==> config.mk <==
export PLATFORM = sky130hd
export DESIGN_NAME = acc_mov_serializer
export DESIGN_NICKNAME = d
export VERILOG_FILES = /design/src/rtl/acc_mov_serializer.sv
export SDC_FILE = /design/constraint.sdc
export NUM_CORES = 1
export LEC_CHECK = 0
export ABC_AREA = 1
export CELL_PAD_IN_SITES_DETAIL_PLACEMENT = 0
export CELL_PAD_IN_SITES_GLOBAL_PLACEMENT = 1
export CORE_UTILIZATION = 42
export DETAILED_ROUTE_END_ITERATION = 10
export PLACE_DENSITY_LB_ADDON = 0.1
export SYNTH_ARGS = -nofsm -noshare
export SYNTH_HDL_FRONTEND = slang
export SYNTH_SLANG_ARGS = --single-unit
==> constraint.sdc <==
create_clock -name clk -period 6.9 [get_ports clk]
set_clock_uncertainty 0.05 [all_clocks]
set_input_delay 0.69 -clock clk [delete_from_list [all_inputs] [get_ports clk]]
set_output_delay 0.69 -clock clk [all_outputs]
set_load 0.02 [all_outputs]
==> src/rtl/acc_mov_serializer.sv <==
// acc_mov_serializer
//   Snapshots the NU_COUNT MAC accumulators into a holding bank, and on an
//   ACCMOV start copies that bank into an active bank. The active bank is then
//   streamed into XY memory at consecutive addresses. Each element goes through
//   the activation stage (ReLU/bypass, mask). It can optionally be combined with
//   the existing memory word (loopback add/sub).
//
//   Optional feature macro: ACC_MOV_SATURATE_EN
//     defined   -> loopback add/sub saturates to the Q_SIZE signed range
//     undefined -> loopback add/sub wraps modulo 2^Q_SIZE
//
// Ports
//   clk, reset          : clock, synchronous active-high reset
//   serializer_update   : capture mac_reg into the holding bank
//   mac_reg             : packed accumulators, element 0 in the LSBs
//   start               : ACCMOV issue pulse (accepted only while idle)
//   y_addr, mov_length  : first write address, requested element count
//   act_bypass/act_mask : activation select (1 = identity) / force zero
//   xy_acc_loopback/op  : combine with memory (op 0 = mem+act, 1 = mem-act)
//   xy_rd_en/addr/data  : loopback read port. xy_rd_data is sampled on the
//                         clock edge that ends the cycle in which xy_rd_en is high.
//   xy_wr_en/write_addr/wr_data : write port
//   busy, done          : operation in progress / one-cycle completion pulse
module acc_mov_serializer #(
  parameter int NU_COUNT     = 4,
  parameter int Q_SIZE       = 16,
  parameter int ADDR_WIDTH   = 16,
  parameter int LENGTH_DEPTH = 3
) (
  input  logic                         clk,
  input  logic                         reset,
  input  logic                         serializer_update,
  input  logic [NU_COUNT*Q_SIZE-1:0]   mac_reg,
  input  logic                         start,
  input  logic [ADDR_WIDTH-1:0]        y_addr,
  input  logic [LENGTH_DEPTH-1:0]      mov_length,
  input  logic                         act_bypass,
  input  logic                         act_mask,
  input  logic                         xy_acc_loopback,
  input  logic                         xy_acc_op,
  output logic                         xy_rd_en,
  output logic [ADDR_WIDTH-1:0]        xy_rd_addr,
  input  logic [Q_SIZE-1:0]            xy_rd_data,
  output logic                         xy_wr_en,
  output logic [ADDR_WIDTH-1:0]        xy_write_addr,
  output logic [Q_SIZE-1:0]            xy_wr_data,
  output logic                         busy,
  output logic                         done
);

  localparam int IDXW = $clog2(NU_COUNT + 1);
  localparam int SELW = (NU_COUNT > 1) ? $clog2(NU_COUNT) : 1;

  typedef enum logic [1:0] {IDLE, RUN, DRAIN} state_t;
  typedef logic [NU_COUNT-1:0][Q_SIZE-1:0] bank_t;

  state_t                state, state_d;
  bank_t                 holding, holding_d, active, active_d;
  logic [IDXW-1:0]       idx, idx_d, len_q, len_d, eff_len;
  logic [ADDR_WIDTH-1:0] base_q, base_d;
  logic                  bypass_q, bypass_d, mask_q, mask_d;
  logic                  loop_q, loop_d, op_q, op_d;
  // Loopback element waiting for its read data (one cycle behind the read)
  logic                  pend_vld, pend_vld_d;
  logic [ADDR_WIDTH-1:0] pend_addr, pend_addr_d;
  logic [Q_SIZE-1:0]     pend_act, pend_act_d;
  logic                  wr_en_d, rd_en_d, busy_d, done_d;
  logic [ADDR_WIDTH-1:0] wr_addr_d, rd_addr_d;
  logic [Q_SIZE-1:0]     wr_data_d;
  logic                  iss, iss_loop;
  logic [ADDR_WIDTH-1:0] iss_addr;
  logic [Q_SIZE-1:0]     iss_act;
  logic [SELW-1:0]       sel;

  function automatic logic [Q_SIZE-1:0] act_fn(input logic [Q_SIZE-1:0] x,
                                               input logic byp, input logic msk);
    if (msk) return '0;
    if (!byp && x[Q_SIZE-1]) return '0;
    return x;
  endfunction

  // One extra bit holds the true signed result, so overflow is visible as the
  // top two bits disagreeing.
  function automatic logic [Q_SIZE-1:0] combine(input logic [Q_SIZE-1:0] m,
                                                input logic [Q_SIZE-1:0] a,
                                                input logic op);
    logic [Q_SIZE:0] s;
    if (op) s = {m[Q_SIZE-1], m} - {a[Q_SIZE-1], a};
    else    s = {m[Q_SIZE-1], m} + {a[Q_SIZE-1], a};
`ifdef ACC_MOV_SATURATE_EN
    if (s[Q_SIZE] != s[Q_SIZE-1])
      return s[Q_SIZE] ? {1'b1, {(Q_SIZE-1){1'b0}}} : {1'b0, {(Q_SIZE-1){1'b1}}};
`endif
    return s[Q_SIZE-1:0];
  endfunction

  always_comb begin
    if (int'(mov_length) > NU_COUNT) eff_len = IDXW'(NU_COUNT);
    else                             eff_len = IDXW'(mov_length);
  end

  assign sel = idx[SELW-1:0];

  always_comb begin
    state_d     = state;
    holding_d   = serializer_update ? mac_reg : holding;
    active_d    = active;
    idx_d       = idx;
    len_d       = len_q;
    base_d      = base_q;
    bypass_d    = bypass_q;
    mask_d      = mask_q;
    loop_d      = loop_q;
    op_d        = op_q;
    pend_vld_d  = 1'b0;
    pend_addr_d = pend_addr;
    pend_act_d  = pend_act;
    wr_en_d     = 1'b0;
    wr_addr_d   = xy_write_addr;
    wr_data_d   = xy_wr_data;
    rd_en_d     = 1'b0;
    rd_addr_d   = xy_rd_addr;
    busy_d      = busy;
    done_d      = 1'b0;
    iss         = 1'b0;
    iss_loop    = 1'b0;
    iss_addr    = '0;
    iss_act     = '0;

    // Complete the loopback element whose read was issued last cycle
    if (pend_vld) begin
      wr_en_d   = 1'b1;
      wr_addr_d = pend_addr;
      wr_data_d = combine(xy_rd_data, pend_act, op_q);
    end

    case (state)
      IDLE: begin
        if (start) begin
          // active takes the pre-capture holding even if an update lands now
          active_d = holding;
          base_d   = y_addr;
          len_d    = eff_len;
          bypass_d = act_bypass;
          mask_d   = act_mask;
          loop_d   = xy_acc_loopback;
          op_d     = xy_acc_op;
          if (eff_len == '0) begin
            done_d = 1'b1;
          end else begin
            // element 0 goes out straight from holding on the accept edge
            state_d  = RUN;
            busy_d   = 1'b1;
            idx_d    = IDXW'(1);
            iss      = 1'b1;
            iss_loop = xy_acc_loopback;
            iss_addr = y_addr;
            iss_act  = act_fn(holding[0], act_bypass, act_mask);
          end
        end
      end
      RUN: begin
        if (idx == len_q) begin
          if (loop_q) begin
            state_d = DRAIN;
          end else begin
            state_d = IDLE;
            busy_d  = 1'b0;
            done_d  = 1'b1;
          end
        end else begin
          iss      = 1'b1;
          iss_loop = loop_q;
          iss_addr = base_q + ADDR_WIDTH'(idx);
          iss_act  = act_fn(active[sel], bypass_q, mask_q);
          idx_d    = idx + IDXW'(1);
        end
      end
      DRAIN: begin
        state_d = IDLE;
        busy_d  = 1'b0;
        done_d  = 1'b1;
      end
      default: state_d = IDLE;
    endcase

    if (iss) begin
      if (iss_loop) begin
        rd_en_d     = 1'b1;
        rd_addr_d   = iss_addr;
        pend_vld_d  = 1'b1;
        pend_addr_d = iss_addr;
        pend_act_d  = iss_act;
      end else begin
        wr_en_d   = 1'b1;
        wr_addr_d = iss_addr;
        wr_data_d = iss_act;
      end
    end
  end

  always_ff @(posedge clk) begin
    if (reset) begin
      state         <= IDLE;
      holding       <= '0;
      active        <= '0;
      idx           <= '0;
      len_q         <= '0;
      base_q        <= '0;
      bypass_q      <= 1'b0;
      mask_q        <= 1'b0;
      loop_q        <= 1'b0;
      op_q          <= 1'b0;
      pend_vld      <= 1'b0;
      pend_addr     <= '0;
      pend_act      <= '0;
      xy_wr_en      <= 1'b0;
      xy_write_addr <= '0;
      xy_wr_data    <= '0;
      xy_rd_en      <= 1'b0;
      xy_rd_addr    <= '0;
      busy          <= 1'b0;
      done          <= 1'b0;
    end else begin
      state         <= state_d;
      holding       <= holding_d;
      active        <= active_d;
      idx           <= idx_d;
      len_q         <= len_d;
      base_q        <= base_d;
      bypass_q      <= bypass_d;
      mask_q        <= mask_d;
      loop_q        <= loop_d;
      op_q          <= op_d;
      pend_vld      <= pend_vld_d;
      pend_addr     <= pend_addr_d;
      pend_act      <= pend_act_d;
      xy_wr_en      <= wr_en_d;
      xy_write_addr <= wr_addr_d;
      xy_wr_data    <= wr_data_d;
      xy_rd_en      <= rd_en_d;
      xy_rd_addr    <= rd_addr_d;
      busy          <= busy_d;
      done          <= done_d;
    end
  end

endmodule
==> qor.txt, run 1 <==
========================================================================================
Status .................................................................... finished clean
Total setup violations reported at the end of the flow ....................            0
Post-synthesis cell area ..................................................    10800 um2
Cells resized by post-CTS repair ..........................................            0
Reg-to-Reg End ............................................................ xy_wr_data[5]
Total of fill cells in the finished design ................................         2553
Synth Register Bits .......................................................          224
1st-pass router iterations ................................................            5
Count of boundary I/O pins ................................................          159
Cell taking the most area after synthesis .................................      dfxtp_1
Start point of the worst hold path ........................................   active[35]
Total wirelength of the detailed-routed design ............................     30700 um
# port buffers ............................................................          158
Post-synth top flop .......................................................      dfxtp_1
Cell area after placement .................................................    12400 um2
Worst setup EP type .......................................................    flip-flop
PwrDens ...................................................................   318 nW/um2
Total half-perimeter wirelength after legalization and detailed placement .     21300 um
Register cell area after layout ...........................................     4480 um2
Clock insertion delay at the later pin of the skew report .................      0.53 ns
Most common cell in the synthesized netlist ...............................       nor2_1
Critical path endpoint .................................................... xy_wr_data[5]
Via density per instance ..................................................         5.05
Endpoint arrival time on the critical path ................................      3.87 ns
Hold Fails Final Rpt ......................................................            0
Total number of H-tree levels .............................................            1
Sequential element share of the synthesized area ..........................        0.417
Global placer's final weighted congestion .................................        0.840
Slew margin rel. ..........................................................        0.309
Antenna diode count .......................................................            0
Minimum clock period after layout .........................................      3.51 ns
Total number of yosys warnings ............................................            0
Overall die width .........................................................       162 um
Area growth, synth to finish ..............................................        23.9%
Via count of the first global-routing pass ................................         9533
TritonCTS clock tree ......................................................         done
Number of clock sinks .....................................................          224
Synthesized-area fraction occupied by ao, oa, aoi and oai cells ...........        0.192
Synth area leaders ........................................................ dfxtp_1, nor2_1, o21ai_0
Critical path peak fanout .................................................           48
Mapped Cells ..............................................................         1569
Total congestion overflow .................................................            0
Design area ...............................................................    13300 um2
Violation count after the first detailed-routing iteration ................          769
Setup crit start .......................................................... mov_length[0]
Area share of fa/ha/maj cells after synthesis .............................       0.0316
Achievable frequency ......................................................      285 MHz
CTS Hold Buffers Added ....................................................            0
Slew of the pin with the lowest slew margin ...............................      1.03 ns
CTS max path bufs .........................................................            3
Maximum vdd drop ..........................................................     0.172 mV
Final standard cell utilization of the core ...............................        0.529
Starting density of the core ..............................................        0.427
Multi-input logic area ....................................................     5410 um2
Aggregate global-route resource usage .....................................        0.236
Number of buffers inserted to repair setup after CTS ......................            0
Routed WL per cell ........................................................      15.2 um
Via Count .................................................................        10200
Worst slack on hold paths .................................................     0.431 ns
Wire length of the first global-routing pass ..............................     49700 um
Buffer cell driving the clock tree root ...................................    clkbuf_16
Cell count after placement ................................................         1975
Post-route setup TNS ......................................................         0 ns
Share of synthesized area spent on multiplexers ...........................      0.00186
Core region area ..........................................................    25200 um2
Yosys top cell area share .................................................        0.417
Count of max-cap constraint violations ....................................            0
Area enclosed by the die boundary .........................................    26200 um2
Combinational family with the most area after synthesis ................... simple AND/OR/NAND/NOR gates
List of most frequent post-synthesis cells ................................ nor2_1, nand2_1, o21ai_0, dfxtp_1, inv_1
Reg-to-reg startpoint .....................................................     state[1]
Count of flip-flops with a built-in enable after synthesis ................            0
Share of flip-flops with an asynchronous set or reset after synthesis .....            0
Placement row count .......................................................           58
Chip Height ...............................................................       162 um
Unrepaired setup endpoints after global routing ...........................           no
Required time at the worst-slack endpoint .................................      7.26 ns
Number of antenna-violating nets in the routed design .....................            0
Largest net degree at the start of global routing .........................          101
Non-filler cells, final ...................................................         2021
Residual DRC count ........................................................            0
Antenna violations before repair ..........................................            0
Synth Area per Inst .......................................................     6.85 um2
Type of origin of the critical path .......................................    input pin
Clock buffer count from CTS ...............................................           25
Parity-gate share of the synthesized area counting xor and xnor cells .....       0.0193
Fraction of layout cells with a size suffix above 1 .......................       0.0449
Unique cell type count in the Yosys netlist ...............................           47
Start-to-end type of the worst setup path ................................. input pin to flip-flop
Static leakage ............................................................   0.00586 uW
Number of nets in the synthesized netlist .................................         1702
Total Nets Final ..........................................................         1805
Part of the cycle the worst path needs ....................................        0.509
Simple-gate portion of the synthesized area ...............................        0.258
Clock-pin slew on the worst setup and hold paths ..........................      0.06 ns
Class of the most critical hold timing path ............................... flip-flop to flip-flop
Final slew viol count .....................................................            0
Worst Reg2Reg Path Length in Cells ........................................            9
Reg2reg setup slack .......................................................      3.47 ns
========================================================================================
metal layers:
layer | vias up | share of wire | track usage
met2 | 255 | 0.48 | 0.401
met1 | 4628 | 0.45 | 0.310
met5 | - | 0 | 0
met3 | 48 | 0.042 | 0.0281
li1 | 5279 | - | -
met4 | 0 | 0.028 | 0.0763
area by class of cell:
cell class / instances / share of cell area
Clock buffer: 34 / 0.0540
Clock inverter: 12 / 0.0135
Inverter: 122 / 0.0350
Multi-Input combinational cell: 1132 / 0.406
Sequential cell: 224 / 0.337
Tap cell: 330 / 0.0310
Timing Repair Buffer: 167 / 0.124
how the worst min path moves through the flow:
| stage | to | slack [ns] | cells past startpoint |
|---|---|---|---|
| after floorplan | loop_q | 0.39 | 2 |
| after global placement | active[37] | 0.41 | 2 |
| after detailed placement | active[18] | 0.42 | 2 |
| after CTS | loop_q | 0.43 | 2 |
| after global routing | active[39] | 0.45 | 2 |
| final | active[35] | 0.43 | 2 |
flip-flops by register name, indices dropped and copies added (netlist names):
signal,flops
xy_wr_data,16
busy,1
idx,3
xy_write_addr,16
bypass_q,1
loop_q,1
active,64
state,2
mask_q,1
len_q,3
done,1
xy_wr_en,1
base_q,16
pend_vld,1
holding,64
op_q,1
pend_addr,16
pend_act,16
stage by stage:
step | total power, uW | worst slack (ns)
2_1_floorplan | 2430 | 4.47
3_3_place_gp | 2820 | 3.00
3_5_place_dp | 2830 | 2.87
4_1_cts | 4270 | 3.42
5_1_grt | 4510 | 3.05
6_report | 4240 | 3.39
critical path, cell delays in order:
cell	delay, ns
clkdlybuf4s50_1	0.48
nor2_1	0.06
nand2_1	0.08
nand3_2	0.32
o21ai_4	0.90
inv_4	0.34
nand2_4	0.55
inv_4	0.14
o21ai_0	0.19
nor2_1	0.06
where the power goes:
part / internal (uW) / switching [uW] / total [uW] / leakage (uW)
registers: 1450 / 109 / 1560 / 0.00185
logic: 477 / 768 / 1240 / 0.00357
clock network: 883 / 551 / 1430 / 0.000439
cells in the final DEF, fill, tap and decap left out, types with 3 or more instances in the layout:
cell type	n
a211oi_1	7
a21o_1	5
a21oi_1	70
a22oi_1	3
a31oi_1	4
buf_4	9
bufinv_16	4
clkbuf_1	3
clkbuf_16	25
clkbuf_8	6
clkdlybuf4s50_1	158
clkinv_2	5
dfxtp_1	224
ha_1	24
inv_1	115
inv_2	3
inv_4	3
nand2_1	247
nand2_2	4
nand3_1	49
nand4_1	5
nor2_1	384
nor3_1	5
o211ai_1	6
o21ai_0	232
o21ai_1	7
o21bai_1	15
o22ai_1	20
xnor2_1	8
xor2_1	12
logic make-up (layout without fill, tap and decap cells):
logic type | count (synthesis) | count (layout)
flops | 224 | 224
compound gates | 378 | 378
mux | 2 | 2
xor+xnor | 22 | 22
buf+inv | 213 | 335
fa+ha+maj | 26 | 26
simple gates | 704 | 704
No activity file was read; power rests on OpenSTA's default activity.
==> inputs of run 2 (changes only) <==
CORE_UTILIZATION = 39   (was 42)
clock period = 3.6 ns   (was 6.9 ns; I/O delays follow)
==> run 2 against run 1 <==
Compared with the run above: global-route usage is 0.55 points lower; wire length increased by 6.1%; utilization decreased by 3.4 points; highest routed layer unchanged; power increased by 89%; critical path depth rose by 4; combinational power grew 97%; worst setup slack lost 2.6 ns; first-iteration DRC count down 24%; critical path type is now flip-flop to flip-flop; sequential cell count unchanged; die area increased by 7.6%; non-clock buffer count up 12; register-to-register slack worse by 2.7 ns.
==> qor.txt, run 2 (synthesis gave the netlist of run 1 again) <==
========================================================================================
Total wirelength of the detailed-routed design ............................     32600 um
Area enclosed by the die boundary .........................................    28200 um2
Cells resized by post-CTS repair ..........................................            0
Required time at the worst-slack endpoint .................................      3.96 ns
Non-filler cells, final ...................................................         2044
Antenna violations before repair ..........................................            0
Portion of total power attributed to the clock network ....................        0.323
Fraction of power spent switching nets ....................................        0.348
Worst hold path endpoint ..................................................  holding[46]
Slew of the pin with the lowest slew margin ...............................      1.17 ns
Final standard cell utilization of the core ...............................        0.495
Reg-to-reg startpoint .....................................................         op_q
Static leakage ............................................................   0.00590 uW
Achievable frequency ......................................................      350 MHz
Aggregate global-route resource usage .....................................        0.230
Worst setup EP type .......................................................    flip-flop
Slew margin rel. ..........................................................        0.218
Global placer's final weighted congestion .................................        0.826
Endpoint arrival time on the critical path ................................      3.22 ns
Total setup violations reported at the end of the flow ....................            0
Combinational fraction of design power ....................................        0.305
Number of buffers inserted to repair setup after CTS ......................            0
Violation count after the first detailed-routing iteration ................          584
PwrDens ...................................................................   599 nW/um2
Worst Reg2Reg Path Length in Cells ........................................           14
Overall die width .........................................................       168 um
Area growth, synth to finish ..............................................        24.4%
Register cell area after layout ...........................................     4480 um2
Total half-perimeter wirelength after legalization and detailed placement .     23700 um
Part of the cycle the worst path needs ....................................        0.793
Start point of the worst hold path ........................................  mac_reg[46]
Flop pwr share ............................................................        0.372
Internal Pwr Total ........................................................      5220 uW
Final slew viol count .....................................................            0
CTS Hold Buffers Added ....................................................            0
Hold Crit Depth ...........................................................            3
Largest net degree at the start of global routing .........................           70
Type of origin of the critical path .......................................    flip-flop
Clock buffer count from CTS ...............................................           26
Via Count .................................................................        10200
Fraction of layout cells with a size suffix above 1 .......................       0.0493
Cell count after placement ................................................         1998
Total Nets Final ..........................................................         1818
Buffer cell driving the clock tree root ...................................    clkbuf_16
Switching Power ...........................................................      2790 uW
Multi-input logic area ....................................................     5410 um2
Via count of the first global-routing pass ................................         9716
Wire length of the first global-routing pass ..............................     52200 um
Reg-to-Reg End ............................................................ xy_wr_data[14]
Starting density of the core ..............................................        0.398
Minimum clock period after layout .........................................      2.85 ns
Total number of H-tree levels .............................................            1
Residual DRC count ........................................................            0
Routed WL per cell ........................................................      15.9 um
# port buffers ............................................................          158
Number of antenna-violating nets in the routed design .....................            0
Count of boundary I/O pins ................................................          159
TritonCTS clock tree ......................................................         done
Total of fill cells in the finished design ................................         2851
Placement row count .......................................................           60
Via density per instance ..................................................         5.00
1st-pass router iterations ................................................            5
Status .................................................................... finished clean
Clock insertion delay at the later pin of the skew report .................      0.55 ns
Total congestion overflow .................................................            0
Chip Height ...............................................................       168 um
Count of max-cap constraint violations ....................................            0
Commonest non-fill, non-tap cell in the layout ............................       nor2_1
CTS max path bufs .........................................................            3
Start-to-end type of the worst setup path ................................. flip-flop to flip-flop
Reg2reg setup slack .......................................................      0.75 ns
Class of the most critical hold timing path ............................... input pin to flip-flop
Post-route setup TNS ......................................................         0 ns
Number of clock sinks .....................................................          224
Hold Fails Final Rpt ......................................................            0
Maximum vdd drop ..........................................................     0.332 mV
Total power draw ..........................................................      8010 uW
Core region area ..........................................................    27000 um2
Antenna diode count .......................................................            0
Critical path peak fanout .................................................           10
Unrepaired setup endpoints after global routing ...........................           no
Commonest non-fill, non-tap cells in the layout ........................... nor2_1, nand2_1, o21ai_0
Clock-pin slew on the worst setup and hold paths ..........................      0.06 ns
Registers with the most flip-flops ........................................ active (64), holding (64)
========================================================================================
## run 2: cell types whose count changed in the layout (fill, tap and decap cells not counted)
| cell | change |
|---|---|
| inv_2 | +1 |
| clkbuf_1 | +4 |
| clkinvlp_4 | -2 |
| clkinv_8 | -1 |
| buf_12 | +1 |
| bufinv_16 | -3 |
| clkbuf_8 | -1 |
| buf_4 | +11 |
| clkbuf_16 | +1 |
| clkinv_16 | +1 |
## run 2: worst max path at each step
stage	from	end	slack, ns
after floorplan	pend_act[0]	xy_wr_data[15]	1.17
after global placement	op_q	xy_wr_data[14]	0.74
after global routing	pend_act[0]	xy_wr_data[15]	0.39
after CTS	op_q	xy_wr_data[14]	0.72
final	op_q	xy_wr_data[14]	0.75
after detailed placement	op_q	xy_wr_data[14]	0.73
## run 2: critical path: stages (launching register included)
cell and delay [ns]:
dfxtp_1 0.49, inv_1 0.20, o21ai_1 0.26, o21ai_0 0.22
nor2_1 0.18, xor2_1 0.20, ha_1 0.32, a21oi_1 0.16
o21ai_0 0.09, a21oi_1 0.21, nand2_1 0.08, nand2_1 0.07
nand3_1 0.07, nand2_1 0.08, a21oi_1 0.06
## run 2: layer usage
metal | vias up | routed length (um) | share of wire | track usage
met5 | - | 0 | 0 | 0
met4 | 0 | 826 | 0.025 | 0.0601
met3 | 49 | 1150 | 0.035 | 0.0270
met2 | 201 | 15600 | 0.48 | 0.399
met1 | 4658 | 15000 | 0.46 | 0.303
li1 | 5308 | - | - | -
## run 2: power by group through the flow
| stage | sequential (uW) | combinational (uW) | clock, uW |
|---|---|---|---|
| 6_report | 2980 | 2440 | 2590 |
| 5_1_grt | 3020 | 2770 | 2740 |
| 4_1_cts | 2980 | 2470 | 2640 |
| 3_5_place_dp | 3030 | 2450 | 0 |
| 3_3_place_gp | 3030 | 2460 | 0 |
| 2_1_floorplan | 3070 | 1590 | 0 |
## run 2: cell type report
class / instances / area share
sequential: 224 / 0.335
timing repair buffer: 179 / 0.131
tap: 341 / 0.0319
clock inverter: 8 / 0.00702
clock buffer: 38 / 0.0557
multi-input combinational: 1132 / 0.404
inverter: 122 / 0.0348
## run 2: metrics by stage
stage	hold slack, ns	instance area, um2	worst slack, ns
finish	0.347	13400	0.745
global route	0.364	13400	0.390
CTS	0.333	13400	0.722
detailed placement	0.414	12500	0.732
global placement	0.409	12500	0.743
floorplan	0.394	10800	1.17
==> inputs of run 3 (changes only) <==
CORE_UTILIZATION = 35   (was 39)
clock period = 2.55 ns   (was 3.6 ns; I/O delays follow)
==> run 3 against run 2 <==
Compared with the run above: sequential power increased by 41%; critical path depth is 5 higher; fmax up 13%; die area grew 11%; utilization decreased by 2.0 points; first-iteration DRC count up 1.5%; power rose by 51%; clock power up 42%; sequential share of layout area down 2.0 points; register-to-register slack worse by 0.73 ns.
==> qor.txt, run 3 (synthesis gave the netlist of run 1 again) <==
========================================================================================
Via density per instance ..................................................         4.85
# port buffers ............................................................          158
Worst path buffer plus inverter count .....................................            2
PwrDens ...................................................................   847 nW/um2
Total power draw ..........................................................     12100 uW
Type of origin of the critical path .......................................    flip-flop
Biggest cell delay along the critical path ................................      0.32 ns
Placement row count .......................................................           63
Worst setup EP type .......................................................    flip-flop
Clock buffer count from CTS ...............................................           27
Status .................................................................... finished clean
Violation count after the first detailed-routing iteration ................          593
Clock insertion delay at the later pin of the skew report .................      0.54 ns
Fraction of layout cells with a size suffix above 1 .......................        0.119
Total setup violations reported at the end of the flow ....................            0
Count of max-cap constraint violations ....................................            0
Final slew viol count .....................................................            0
Chip Height ...............................................................       177 um
Hold Fails Final Rpt ......................................................            0
Commonest non-fill, non-tap cells in the layout ........................... nor2_1, nand2_1, o21ai_0
Area growth, synth to finish ..............................................        32.3%
Number of antenna-violating nets in the routed design .....................            0
Worst setup timing slack at the placement stage ...........................    -0.141 ns
Buffer cell driving the clock tree root ...................................    clkbuf_16
Critical path peak fanout .................................................            4
Overall die width .........................................................       177 um
Antenna diode count .......................................................            0
Minimum clock period after layout .........................................      2.53 ns
Clock-pin slew on the worst setup and hold paths ..........................      0.06 ns
Antenna violations before repair ..........................................            0
Registers with the most flip-flops ........................................ active (64), holding (64)
Global placer's final weighted congestion .................................        0.842
Total wirelength of the detailed-routed design ............................     33000 um
Required time at the worst-slack endpoint .................................      2.92 ns
1st-pass router iterations ................................................            5
Core region area ..........................................................    30000 um2
Total Nets Final ..........................................................         1864
Unrepaired setup endpoints after global routing ...........................          yes
Part of the cycle the worst path needs ....................................        0.993
Maximum vdd drop ..........................................................     0.471 mV
Slowest cell on the critical path .........................................      dfxtp_2
Largest net degree at the start of global routing .........................           90
Commonest non-fill, non-tap cell in the layout ............................       nor2_1
Wire length of the first global-routing pass ..............................     52200 um
Cell mode on critical path ................................................       nor2_1
Class of the most critical hold timing path ............................... input pin to flip-flop
Worst-path cell chain ..................................................... inv_2, ha_4, inv_2, nor2_4, nand2_4, nor2_2, nand4_1, o21ai_2, xor2_1, ha_1, nand2_1, nand2_2, o21bai_1, nor2_2, nand3_1, nand2_1, nor2_1, nor2_1, nor2_1
TritonCTS clock tree ......................................................         done
Total congestion overflow .................................................            0
Starting density of the core ..............................................        0.359
Via count of the first global-routing pass ................................         9783
Area enclosed by the die boundary .........................................    31400 um2
Endpoint arrival time on the critical path ................................      2.90 ns
Total number of H-tree levels .............................................            1
Via Count .................................................................        10400
Residual DRC count ........................................................            0
Count of boundary I/O pins ................................................          159
Number of clock sinks .....................................................          224
Achievable frequency ......................................................      395 MHz
Total half-perimeter wirelength after legalization and detailed placement .     23900 um
Post-route setup TNS ......................................................         0 ns
CTS max path bufs .........................................................            3
Kind of cell with the highest combined delay on the critical path ......... simple AND/OR/NAND/NOR gates
Aggregate global-route resource usage .....................................        0.208
Routed WL per cell ........................................................      15.4 um
Smallest setup slack after layout .........................................    0.0169 ns
CTS Hold Buffers Added ....................................................            0
Start-to-end type of the worst setup path ................................. flip-flop to flip-flop
Static leakage ............................................................   0.00621 uW
Slew of the pin with the lowest slew margin ...............................     0.589 ns
Slew margin rel. ..........................................................        0.607
========================================================================================
[run 3: changes by cell type in the layout (fill, tap and decap cells not counted), sizes merged]
cell | before | now
buf | 21 | 66
clkinv | 6 | 10
clkbuf | 38 | 36
inv | 123 | 125
[run 3: metrics by stage]
| stage | std cells | hold WS [ns] | utilization | area [um2] |
|---|---|---|---|---|
| floorplan | 1569 | 0.340 | - | 10800 |
| global placement | 2090 | 0.413 | 0.435 | 13000 |
| detailed placement | 2090 | 0.420 | 0.435 | 13000 |
| CTS | 2140 | 0.232 | 0.467 | 14000 |
| global route | 2142 | 0.247 | 0.475 | 14200 |
| finish | 2142 | 0.245 | 0.475 | 14200 |
[run 3: cell type report]
class	count	area, um2
Clock buffer	36	739
Clock inverter	14	110
Fill cell	3113	15700
Inverter	122	465
Multi-Input combinational cell	1132	5750
Sequential cell	224	4490
Tap cell	390	488
Timing Repair Buffer	224	2190
[run 3: worst min-delay path, cell delays in order]
cell	delay (ns)
clkdlybuf4s50_1	0.39
nor2_1	0.10
nor2_1	0.05
[run 3: repair_timing]
action | 4_1_cts | 5_1_grt
gates resized for setup | 28 | 65
setup endpoints to repair | 8 | 18
setup buffers | 0 | 2
pin swaps | 5 | 39
[run 3: worst paths after layout]
check | startpoint | slack, ns | cells past startpoint | endpoint
worst max-delay path | pend_act[0] | 0.02 | 19 | xy_wr_data[13]
worst min-delay path | mac_reg[7] | 0.25 | 3 | holding[7]
worst min register to register | active[40] | 0.43 | 2 | active[40]
worst max register to register | pend_act[0] | 0.02 | 19 | xy_wr_data[13]
[run 3: report_power, final]
| group | switching (uW) | leakage [uW] | internal (uW) |
|---|---|---|---|
| Sequential | 287 | 0.00185 | 3920 |
| Combinational | 2390 | 0.00393 | 1780 |
| Clock | 1530 | 0.000428 | 2150 |
[run 3: per-layer routing]
layer,vias to the layer above,track usage,wire length (um)
li1,5405,-,-
met1,4702,0.277,15400
met2,223,0.355,15500
met3,49,0.0219,1330
met4,0,0.0552,824
met5,-,0,0
